**src/rtl/tlx_cmd_arbiter_pkg.sv**
```systemverilog
`default_nettype none
// ============================================================================
// Module      : tlx_cmd_arbiter_pkg
// Description : Shared TLX command field widths, packed command record and
//               owner encoding for the rd/wr command arbiter.
// Revision    : 1.0 - initial release
// ============================================================================
package tlx_cmd_arbiter_pkg;

    localparam int OPC_W    = 8;
    localparam int AFUTAG_W = 16;
    localparam int EA_W     = 68;
    localparam int DL_W     = 2;
    localparam int PL_W     = 3;
    localparam int ACTAG_W  = 12;
    localparam int PASID_W  = 20;
    localparam int CMD_W    = OPC_W + AFUTAG_W + EA_W + DL_W + PL_W + ACTAG_W + PASID_W;

    localparam logic OWN_RD = 1'b0;
    localparam logic OWN_WR = 1'b1;

    typedef enum logic [0:0] {
        S_OWN_RD = OWN_RD,
        S_OWN_WR = OWN_WR
    } own_state_e;

    typedef struct packed {
        logic [OPC_W-1:0]    opcode;
        logic [AFUTAG_W-1:0] afutag;
        logic [EA_W-1:0]     ea_or_obj;
        logic [DL_W-1:0]     dl;
        logic [PL_W-1:0]     pl;
        logic [ACTAG_W-1:0]  actag;
        logic [PASID_W-1:0]  pasid;
    } tlx_cmd_t;

endpackage
`default_nettype wire

```
**src/rtl/tlx_cmd_skid_buf.sv**
```systemverilog
`default_nettype none
// ============================================================================
// Module      : tlx_cmd_skid_buf
// Description : 2-entry FIFO holding one channel's TLX commands. Ready is
//               registered and reflects (occupancy < DEPTH) after each edge.
// Ports       : clk, rst_n        - clock, async active-low reset
//               valid/ready/data  - producer side; write on valid && ready
//               pop               - consumer removes head (only when not_empty)
//               not_empty/head    - consumer view of the oldest entry
// Revision    : 1.0 - initial release
// ============================================================================
module tlx_cmd_skid_buf
    import tlx_cmd_arbiter_pkg::*;
#(
    parameter int DEPTH = 2
) (
    input  logic             clk,
    input  logic             rst_n,
    input  logic             valid,
    output logic             ready,
    input  logic [CMD_W-1:0] data,
    input  logic             pop,
    output logic             not_empty,
    output logic [CMD_W-1:0] head
);

    logic [CMD_W-1:0] r_mem [DEPTH];
    logic             r_wr_ptr;
    logic             r_rd_ptr;
    logic [1:0]       r_count;
    logic             r_ready;
    logic             w_push;
    logic [1:0]       w_count_nxt;

    assign w_push    = valid && r_ready;
    assign ready     = r_ready;
    assign not_empty = (r_count != 2'd0);
    assign head      = r_mem[r_rd_ptr];

    // Push and pop together leave occupancy unchanged.
    always_comb begin
        w_count_nxt = r_count;
        if (w_push && !pop) begin
            w_count_nxt = r_count + 2'd1;
        end else if (!w_push && pop) begin
            w_count_nxt = r_count - 2'd1;
        end
    end

    always_ff @(posedge clk or negedge rst_n) begin
        if (!rst_n) begin
            r_wr_ptr <= 1'b0;
            r_rd_ptr <= 1'b0;
            r_count  <= 2'd0;
            r_ready  <= 1'b0;
        end else begin
            if (w_push) begin
                r_wr_ptr <= ~r_wr_ptr;
            end
            if (pop) begin
                r_rd_ptr <= ~r_rd_ptr;
            end
            r_count <= w_count_nxt;
            r_ready <= (w_count_nxt < 2'(DEPTH));
        end
    end

    // Storage needs no reset: an entry is only read after it has been written.
    always_ff @(posedge clk) begin
        if (w_push) begin
            r_mem[r_wr_ptr] <= data;
        end
    end

endmodule
`default_nettype wire

```
**src/rtl/tlx_cmd_arbiter.sv**
```systemverilog
`default_nettype none
// ============================================================================
// Module      : tlx_cmd_arbiter
// Description : Weighted round-robin arbiter sharing the AFU->TLX command path
//               between the DMA read and write command channels. Each channel
//               has a 2-entry buffer; the winner is loaded into one registered
//               output stage that obeys tlx_cmd_s1_ready.
// Ports       : cfg_{rd,wr}_weight        - consecutive grants before yielding
//               {rd,wr}_cmd_valid/ready/* - channel command inputs
//               tlx_i_cmd_valid/*         - arbitrated command output
//               tlx_cmd_s1_ready          - downstream accept
//               arb_last_grant            - 0=rd, 1=wr of last loaded command
// Option      : TLX_CMD_ARB_GRANT_CNT_EN adds cfg_cnt_clr and saturating
//               per-channel grant counters rd_grant_cnt / wr_grant_cnt.
// Revision    : 1.0 - initial release
// ============================================================================
module tlx_cmd_arbiter
    import tlx_cmd_arbiter_pkg::*;
#(
    parameter int BUF_DEPTH = 2,
    parameter int WGT_W     = 4
) (
    input  logic                clk,
    input  logic                rst_n,
    input  logic [WGT_W-1:0]    cfg_rd_weight,
    input  logic [WGT_W-1:0]    cfg_wr_weight,
    input  logic                rd_cmd_valid,
    output logic                rd_cmd_ready,
    input  logic [OPC_W-1:0]    rd_cmd_opcode,
    input  logic [AFUTAG_W-1:0] rd_cmd_afutag,
    input  logic [EA_W-1:0]     rd_cmd_ea_or_obj,
    input  logic [DL_W-1:0]     rd_cmd_dl,
    input  logic [PL_W-1:0]     rd_cmd_pl,
    input  logic [ACTAG_W-1:0]  rd_cmd_actag,
    input  logic [PASID_W-1:0]  rd_cmd_pasid,
    input  logic                wr_cmd_valid,
    output logic                wr_cmd_ready,
    input  logic [OPC_W-1:0]    wr_cmd_opcode,
    input  logic [AFUTAG_W-1:0] wr_cmd_afutag,
    input  logic [EA_W-1:0]     wr_cmd_ea_or_obj,
    input  logic [DL_W-1:0]     wr_cmd_dl,
    input  logic [PL_W-1:0]     wr_cmd_pl,
    input  logic [ACTAG_W-1:0]  wr_cmd_actag,
    input  logic [PASID_W-1:0]  wr_cmd_pasid,
    output logic                tlx_i_cmd_valid,
    output logic [OPC_W-1:0]    tlx_i_cmd_opcode,
    output logic [AFUTAG_W-1:0] tlx_i_cmd_afutag,
    output logic [EA_W-1:0]     tlx_i_cmd_ea_or_obj,
    output logic [DL_W-1:0]     tlx_i_cmd_dl,
    output logic [PL_W-1:0]     tlx_i_cmd_pl,
    output logic [ACTAG_W-1:0]  tlx_i_cmd_actag,
    output logic [PASID_W-1:0]  tlx_i_cmd_pasid,
    input  logic                tlx_cmd_s1_ready,
`ifdef TLX_CMD_ARB_GRANT_CNT_EN
    input  logic                cfg_cnt_clr,
    output logic [31:0]         rd_grant_cnt,
    output logic [31:0]         wr_grant_cnt,
`endif
    output logic                arb_last_grant
);

    tlx_cmd_t         w_rd_in, w_wr_in, w_rd_head, w_wr_head, r_out;
    logic             w_rd_ne, w_wr_ne, w_pop_rd, w_pop_wr;
    logic             w_load, w_own, w_own_ne, w_oth_ne, w_sel;
    logic [WGT_W-1:0] w_wgt, w_lim, r_wcnt, w_wcnt_nxt;
    logic [WGT_W:0]   w_cnt_inc;
    logic             r_out_valid, r_last;
    own_state_e       r_state, w_state_nxt;

    assign w_rd_in = '{rd_cmd_opcode, rd_cmd_afutag, rd_cmd_ea_or_obj, rd_cmd_dl,
                       rd_cmd_pl, rd_cmd_actag, rd_cmd_pasid};
    assign w_wr_in = '{wr_cmd_opcode, wr_cmd_afutag, wr_cmd_ea_or_obj, wr_cmd_dl,
                       wr_cmd_pl, wr_cmd_actag, wr_cmd_pasid};

    tlx_cmd_skid_buf #(.DEPTH(BUF_DEPTH)) u_rd_buf (
        .clk(clk), .rst_n(rst_n), .valid(rd_cmd_valid), .ready(rd_cmd_ready),
        .data(w_rd_in), .pop(w_pop_rd), .not_empty(w_rd_ne), .head(w_rd_head)
    );

    tlx_cmd_skid_buf #(.DEPTH(BUF_DEPTH)) u_wr_buf (
        .clk(clk), .rst_n(rst_n), .valid(wr_cmd_valid), .ready(wr_cmd_ready),
        .data(w_wr_in), .pop(w_pop_wr), .not_empty(w_wr_ne), .head(w_wr_head)
    );

    assign w_load    = (!r_out_valid || tlx_cmd_s1_ready) && (w_rd_ne || w_wr_ne);
    assign w_own     = r_state;
    assign w_own_ne  = (w_own == OWN_RD) ? w_rd_ne : w_wr_ne;
    assign w_oth_ne  = (w_own == OWN_RD) ? w_wr_ne : w_rd_ne;
    // An empty owner never stalls the path: the other channel goes straight out.
    assign w_sel     = w_own_ne ? w_own : ~w_own;
    assign w_wgt     = (w_sel == OWN_WR) ? cfg_wr_weight : cfg_rd_weight;
    assign w_lim     = (w_wgt == '0) ? WGT_W'(1) : w_wgt;
    assign w_cnt_inc = {1'b0, r_wcnt} + (WGT_W+1)'(1);
    assign w_pop_rd  = w_load && (w_sel == OWN_RD);
    assign w_pop_wr  = w_load && (w_sel == OWN_WR);

    always_ff @(posedge clk or negedge rst_n) begin
        if (!rst_n) begin
            r_state <= S_OWN_RD;
            r_wcnt  <= '0;
        end else begin
            r_state <= w_state_nxt;
            r_wcnt  <= w_wcnt_nxt;
        end
    end

    // >= rather than == so that lowering a weight mid-burst still yields.
    always_comb begin
        w_state_nxt = r_state;
        w_wcnt_nxt  = r_wcnt;
        if (w_load) begin
            if (!w_own_ne) begin
                w_state_nxt = own_state_e'(w_sel);
                w_wcnt_nxt  = '0;
            end else if (w_cnt_inc >= {1'b0, w_lim}) begin
                w_wcnt_nxt = '0;
                if (w_oth_ne) begin
                    w_state_nxt = own_state_e'(~w_own);
                end
            end else begin
                w_wcnt_nxt = w_cnt_inc[WGT_W-1:0];
            end
        end
    end

    always_ff @(posedge clk or negedge rst_n) begin
        if (!rst_n) begin
            r_out       <= '0;
            r_out_valid <= 1'b0;
            r_last      <= OWN_RD;
        end else if (w_load) begin
            r_out       <= (w_sel == OWN_WR) ? w_wr_head : w_rd_head;
            r_out_valid <= 1'b1;
            r_last      <= w_sel;
        end else if (tlx_cmd_s1_ready) begin
            r_out_valid <= 1'b0;
        end
    end

    assign tlx_i_cmd_valid     = r_out_valid;
    assign tlx_i_cmd_opcode    = r_out.opcode;
    assign tlx_i_cmd_afutag    = r_out.afutag;
    assign tlx_i_cmd_ea_or_obj = r_out.ea_or_obj;
    assign tlx_i_cmd_dl        = r_out.dl;
    assign tlx_i_cmd_pl        = r_out.pl;
    assign tlx_i_cmd_actag     = r_out.actag;
    assign tlx_i_cmd_pasid     = r_out.pasid;
    assign arb_last_grant      = r_last;

`ifdef TLX_CMD_ARB_GRANT_CNT_EN
    logic [31:0] r_rd_cnt, r_wr_cnt;

    // Clear has priority over a same-cycle grant; counts saturate at all-ones.
    always_ff @(posedge clk or negedge rst_n) begin
        if (!rst_n) begin
            r_rd_cnt <= '0;
            r_wr_cnt <= '0;
        end else if (cfg_cnt_clr) begin
            r_rd_cnt <= '0;
            r_wr_cnt <= '0;
        end else begin
            if (w_pop_rd && (r_rd_cnt != '1)) begin
                r_rd_cnt <= r_rd_cnt + 32'd1;
            end
            if (w_pop_wr && (r_wr_cnt != '1)) begin
                r_wr_cnt <= r_wr_cnt + 32'd1;
            end
        end
    end

    assign rd_grant_cnt = r_rd_cnt;
    assign wr_grant_cnt = r_wr_cnt;
`endif

endmodule
`default_nettype wire

```
**config.mk**
```make
export PLATFORM = sky130hd
export DESIGN_NAME = tlx_cmd_arbiter
export DESIGN_NICKNAME = d
export VERILOG_FILES = /design/src/rtl/tlx_cmd_arbiter_pkg.sv /design/src/rtl/tlx_cmd_skid_buf.sv /design/src/rtl/tlx_cmd_arbiter.sv
export SDC_FILE = /design/constraint.sdc
export NUM_CORES = 1
export LEC_CHECK = 0
export BUFFER_PORTS_ARGS = -buffer_cell sky130_fd_sc_hd__buf_2
export CAP_MARGIN = 20
export CORE_ASPECT_RATIO = 0.5
export CORE_MARGIN = 2
export CORE_UTILIZATION = 30
export CTS_CLUSTER_SIZE = 30
export DETAILED_ROUTE_END_ITERATION = 7
export GPL_TIMING_DRIVEN = 0
export PLACE_DENSITY = 0.51
export SLEW_MARGIN = 20
export SYNTH_ARGS = -nofsm -noshare
export SYNTH_HDL_FRONTEND = slang
export SYNTH_HIERARCHICAL = 1
export SYNTH_SLANG_ARGS = --single-unit
```
**constraint.sdc**
```tcl
create_clock -name clk -period 7.53 [get_ports clk]
set_input_delay 0.753 -clock clk [delete_from_list [all_inputs] [get_ports clk]]
set_output_delay 0.753 -clock clk [all_outputs]
set_load 0.01 [all_outputs]
```
==> results of run 1 <==
-- cell usage in the layout (no fill, tap or decap), drive strengths merged, types with 2 or more instances in the layout --
cell type and instances:
a21oi 2, a22oi 2, and3 2, buf 495
bufinv 6, clkbuf 97, clkinv 22, dfrtp 146
diode 20, edfxtp 516, ha 13, inv 15
mux2 258, mux2i 134, nand2 140, nand2b 4
nand3 3, nor2 8, nor2b 5, o21ai 135
o31ai 5, or2 2, or3b 2, xnor2 2
xor2 4
-- path summary, 6_finish.rpt --
path	slack [ns]	to	cells after the start
worst max-delay path	3.75	r_wcnt[2]	15
worst min-delay path	0.33	u_rd_buf/r_mem[0][80]	1
worst max register to register	3.75	r_wcnt[2]	15
worst min register to register	0.48	tlx_i_cmd_pasid[12]	2
max in group asynchronous	5.90	tlx_i_cmd_ea_or_obj[1]	4
min in group asynchronous	0.59	tlx_i_cmd_pasid[4]	2
-- where the power goes --
| group | leakage (nW) | internal (mW) | switching [mW] |
|---|---|---|---|
| Sequential | 6.52 | 4.95 | 0.292 |
| Clock | 1.13 | 2.05 | 1.40 |
| Combinational | 4.75 | 2.21 | 2.90 |
| Total | 12.4 | 9.21 | 4.59 |
-- through the flow --
step / cell area (um^2) / cells / util / power, mW / hold WS (ns)
after floorplan: 25700 / 1481 / - / 8.72 / 0.457
after global placement: 29100 / 3000 / 0.346 / 10.5 / 0.458
after detailed placement: 29700 / 3022 / 0.352 / 10.6 / 0.465
after CTS: 32000 / 3146 / 0.379 / 14.0 / 0.295
after global routing: 32000 / 3164 / 0.380 / 14.5 / 0.295
final: 32000 / 3166 / 0.380 / 13.8 / 0.333
-- flip-flops by register name, indices dropped and copies added, names as in the netlist, 2 cells and up, named ones only --
signal	count
tlx_i_cmd_ea_or_obj	68
tlx_i_cmd_afutag	16
u_wr_buf/r_mem	258
tlx_i_cmd_dl	2
tlx_i_cmd_opcode	8
tlx_i_cmd_pl	3
tlx_i_cmd_actag	12
r_wcnt	4
u_rd_buf/r_mem	258
tlx_i_cmd_pasid	20
-- cell families (layout without fill, tap and decap cells) --
group,Yosys count,count (layout),share of synthesized area
other,0,20,0
and+or+nand+nor,169,169,0.0278
AOI/OAI and AO/OA,152,152,0.0318
DFF,662,662,0.744
xor gates and xnor gates,6,6,0.00204
adders and majority gates,13,13,0.00632
buffers and inverters,87,636,0.0228
muxes,392,392,0.165
-- routing by layer --
metal | routed length (um) | part of all wire
met1 | 25900 | 0.37
met3 | 2500 | 0.036
met5 | 92 | 0.0013
met2 | 38700 | 0.56
met4 | 1830 | 0.027
-- area by class of cell --
cell class	instances	share of cell area
Antenna cell	20	0.00156
Buffer	72	0.0166
Clock buffer	95	0.0621
Clock inverter	28	0.00886
Inverter	15	0.00176
Multi-Input combinational cell	732	0.188
Sequential cell	662	0.598
Tap cell	1116	0.0436
Timing Repair Buffer	426	0.0799
-- what timing repair did --
item | in CTS | in global routing
endpoints found under the hold margin | 23 | 0
hold buffers | 1 | 0
endpoints found under the setup margin | 0 | 0
==> results.json, run 1 <==
{
  "cp_cell_sequence": "inv_1, ha_1, inv_1, mux2i_2, ha_1, buf_2, buf_6, buf_4, mux2i_1, nand2_1, ha_1, nand2b_4, a211oi_4, o21ai_1, o311ai_1",
  "cts_tree": "done",
  "timing.final.ws_setup_ns": 3.75,
  "crit_slowest_cell": "dfrtp_1",
  "synth_area_leaders": "edfxtp_1 60%, dfrtp_1 14%, mux2_2 11%, mux2i_1 5.2%, nand2_1 2.0%",
  "status": "finished clean",
  "grt_pass1_vias": 14700,
  "die_w_um": 418,
  "grt_usage": 0.154,
  "wl_per_cell_um": 21.8,
  "drc": 0,
  "powerDensity_nw_per_um2": 431,
  "layout-drive-gt1-share": 0.428,
  "ys_types": 40,
  "vdd.ir_drop.worst_mv": 0.195,
  "min_from": "rd_cmd_ea_or_obj[43]",
  "fmax_mhz": 265,
  "cpLargestDelayFamily": "buffers and inverters",
  "post-place-ws_ns": 3.74,
  "cts_setup_buffers": 0,
  "numCtsBuffers": 67,
  "path_class": "reg -> reg",
  "synth_common_cells": "516 x edfxtp_1, 258 x mux2_2, 146 x dfrtp_1, 140 x nand2_1, 133 x mux2i_1",
  "worst_slew_pin_slew_ns": 0.710,
  "end_kind": "register",
  "use_met1": 0.168,
  "p_leak_nw": 12.4,
  "dp_hpwl_um": 47900,
  "cp.required_ns": 8.04,
  "rsz0062_at_grt": "no",
  "skew_ns": 0.0157,
  "critPathMaxFanout": 10,
  "setup_violations": 0,
  "arrival_ns": 4.29,
  "core-area_um2": 84400,
  "clkSinkCount": 662,
  "syn_nets": 1765,
  "seq_area_frac_synth": 0.744,
  "io_pins": 404,
  "clk_pin_slew_worst_paths_ns": 0.07,
  "start_util": 0.305,
  "fp-row-count": 75,
  "wl_um": 69000,
  "synth_ff_type": "edfxtp_1",
  "grt_pass1_wl_um": 98700,
  "ant_nets": 0,
  "regArea_um2": 19100,
  "startpoint": "u_rd_buf/r_count[0]",
  "yosys_warnings": 6,
  "met2_usage": 0.291,
  "gp_congestion": 0.763,
  "num_vias": 14200,
  "synth_top_cell_by_area": "edfxtp_1",
  "max-cap-violations": 0,
  "met3_usage": 0.0332,
  "antenna_found_initial": 38,
  "slew_viol_final": 0,
  "syn_inst": 1481,
  "timing.rr.start": "u_rd_buf/r_count[0]",
  "syn_area_um2": 25700,
  "finalCritPeriodShare": 0.502,
  "synthArstFlopShare": 0.221,
  "hold_violations": 0,
  "crit_path_max_incr_delay_ns": 0.36,
  "fp.dieH_um": 211,
  "viasPerCell": 4.49,
  "cts.repair.resized": 0,
  "firstDrtPassIters": 5,
  "relSlewSlack": 0.525,
  "hp-class": "in -> reg",
  "synth.avg_cell_area_um2": 17.4,
  "area_growth_pct": 24.5,
  "tns_ns": 0,
  "drtIter0Drc": 712,
  "root_buffer": "clkbuf_16",
  "synthMostInstantiatedCell": "edfxtp_1",
  "worstSkewPairLatency_ns": 0.61,
  "worst_path_most_repeated_cell": "ha_1",
  "yosysTopAreaCellShare": 0.602,
  "worst-path-buf-inv": 5,
  "port_buffers": 403,
  "grt_max_degree": 66,
  "clk_path_buf_depth": 3,
  "synth_edf_count": 516,
  "ys_seq_elements": 662,
  "cts_max_level": 3,
  "multiInputGateArea_um2": 6020,
  "final_nets": 2260,
  "gr-total-overflow": 0,
  "die_area_um2": 88300,
  "fill_cells": 7955,
  "min_period_ns": 3.78,
  "startpoint_type": "register",
  "grt-busiest-layer": "met2"
}
No activity file was read; power rests on OpenSTA's default activity.
==> run 2, diff against run 1 <==
==> constraint.sdc (replaced) <==
create_clock -name clk -period 3.96 [get_ports clk]
set_input_delay 0.396 -clock clk [delete_from_list [all_inputs] [get_ports clk]]
set_output_delay 0.396 -clock clk [all_outputs]
set_load 0.01 [all_outputs]
==> results.json, run 2 (synthesis gave the netlist of run 1 again) <==
{
  "utilization": 0.410,
  "timing.final.ws_setup_ns": 0.281,
  "clkSinkCount": 662,
  "status": "finished clean",
  "firstDrtPassIters": 5,
  "layout-drive-gt1-share": 0.380,
  "worstHoldEndpoint": "tlx_i_cmd_valid",
  "clk_path_buf_depth": 3,
  "cp.required_ns": 4.45,
  "vdd.ir_drop.worst_mv": 0.665,
  "cts_tree": "done",
  "layout_common_cells": "516 x edfxtp_1, 435 x buf_2, 259 x dlygate4sd3_1",
  "grt_usage": 0.159,
  "cts_max_level": 3,
  "viasPerCell": 4.44,
  "regArea_um2": 19100,
  "grt_pass1_vias": 16100,
  "start_util": 0.305,
  "post-place-ws_ns": 0.0728,
  "path_class": "reg -> reg",
  "startpoint_type": "register",
  "min_period_ns": 3.68,
  "timing.rr.start": "u_rd_buf/r_count[0]",
  "fp.dieH_um": 211,
  "max-cap-violations": 0,
  "wl_per_cell_um": 20.7,
  "layout_commonest_cell": "edfxtp_1",
  "fp-row-count": 75,
  "area_growth_pct": 34.4,
  "root_buffer": "clkbuf_16",
  "hp-class": "in -> reg",
  "drtIter0Drc": 775,
  "whs_ns": 0.101,
  "numCtsBuffers": 68,
  "die_area_um2": 88300,
  "hold_violations": 0,
  "rsz0062_at_grt": "no",
  "dp.cells": 3023,
  "tns_ns": 0,
  "finalCritPeriodShare": 0.929,
  "r2r_end": "r_wcnt[1]",
  "wl_um": 70600,
  "fmax_mhz": 272,
  "worstSkewPairLatency_ns": 0.61,
  "drc": 0,
  "min_path_cells": 3,
  "final_nets": 2519,
  "p_leak_nw": 13.5,
  "grt_max_degree": 59,
  "skew_ns": 0.0238,
  "core-area_um2": 84400,
  "arrival_ns": 4.17,
  "setup_violations": 0,
  "relSlewSlack": 0.530,
  "dp_hpwl_um": 48300,
  "io_pins": 404,
  "fin_cells": 3408,
  "worst_slew_pin_slew_ns": 0.705,
  "rr_worst_depth": 15,
  "critPathMaxFanout": 19,
  "num_vias": 15100,
  "grt_pass1_wl_um": 103000,
  "fill_cells": 7813,
  "end_kind": "register",
  "port_buffers": 403,
  "die_w_um": 418,
  "clk_pin_slew_worst_paths_ns": 0.06,
  "gr-total-overflow": 0,
  "gp_congestion": 0.769,
  "regToRegSetupSlack_ns": 0.28,
  "slew_viol_final": 0,
  "antenna_found_initial": 6,
  "ant_nets": 0,
  "multiInputGateArea_um2": 6030,
  "min_from": "tlx_cmd_s1_ready",
  "powerDensity_nw_per_um2": 765
}
## run 2: changes by cell type in the layout (fill, tap and decap cells not counted), sizes merged
| cell | previous run | this run |
|---|---|---|
| dlygate4sd3 | 1 | 259 |
| clkinv | 22 | 18 |
| buf | 495 | 494 |
| bufinv | 6 | 4 |
| inv | 15 | 16 |
| clkbuf | 97 | 100 |
| clkinvlp | 0 | 3 |
| diode | 20 | 4 |
## run 2: routing by layer
layer,vias to the layer above,GRT usage,wire length [um]
met5,-,0,16
met4,2,0.0554,2130
met3,113,0.0316,2160
met2,202,0.298,38700
met1,7694,0.178,27500
li1,7109,-,-
## run 2: cell type report
class | count | area share
Clock inverter | 26 | 0.00684
Clock buffer | 97 | 0.0571
Antenna cell | 4 | 0.000289
Sequential cell | 662 | 0.554
Timing Repair Buffer | 685 | 0.150
Inverter | 15 | 0.00163
Tap cell | 1116 | 0.0404
Buffer | 71 | 0.0152
Multi-Input combinational cell | 732 | 0.174
## run 2: power by group
group	total (mW)	switching, mW	internal, mW
Clock	6.41	2.67	3.74
Sequential	9.98	0.571	9.41
Combinational	10.0	5.64	4.40
Total	26.4	8.89	17.5
## run 2: what timing repair did
| item | 4_1_cts | 5_1_grt |
|---|---|---|
| buffers inserted | 0 | 0 |
| endpoints found under the hold margin | 557 | 0 |
| resized for setup | 0 | 2 |
| hold buffers | 259 | 0 |
| endpoints found under the setup margin | 0 | 5 |
## run 2: worst max-delay path by stage
stage	startpoint	to	slack, ns	cells after the start
floorplan	u_rd_buf/r_wr_ptr	u_rd_buf/r_mem[1][0]	0.008	1
global placement	rd_cmd_valid	u_rd_buf/r_mem[1][115]	-3.07	2
detailed placement	u_rd_buf/r_count[0]	r_wcnt[1]	0.07	15
CTS	u_rd_buf/r_count[0]	r_wcnt[1]	0.05	15
global route	u_rd_buf/r_count[0]	r_wcnt[1]	0.04	15
finish	u_rd_buf/r_count[0]	r_wcnt[1]	0.28	15
## run 2: through the flow
step           total power, mW  instance area (um^2)
2_1_floorplan             16.5                 25700
3_3_place_gp              20.0                 29200
3_5_place_dp              20.2                 29800
4_1_cts                   26.9                 34600
5_1_grt                   27.9                 34600
6_report                  26.4                 34600
## run 2: worst max-delay path: stages (launching register included)
cell	delay, ns
dfrtp_1	0.37
inv_1	0.06
ha_1	0.18
inv_1	0.16
mux2i_2	0.16
ha_1	0.30
clkbuf_4	0.25
buf_6	0.30
mux2i_1	0.43
nand3_1	0.12
nand2_1	0.08
ha_1	0.22
nand2b_4	0.15
a211oi_4	0.29
o21ai_1	0.19
o31ai_1	0.26
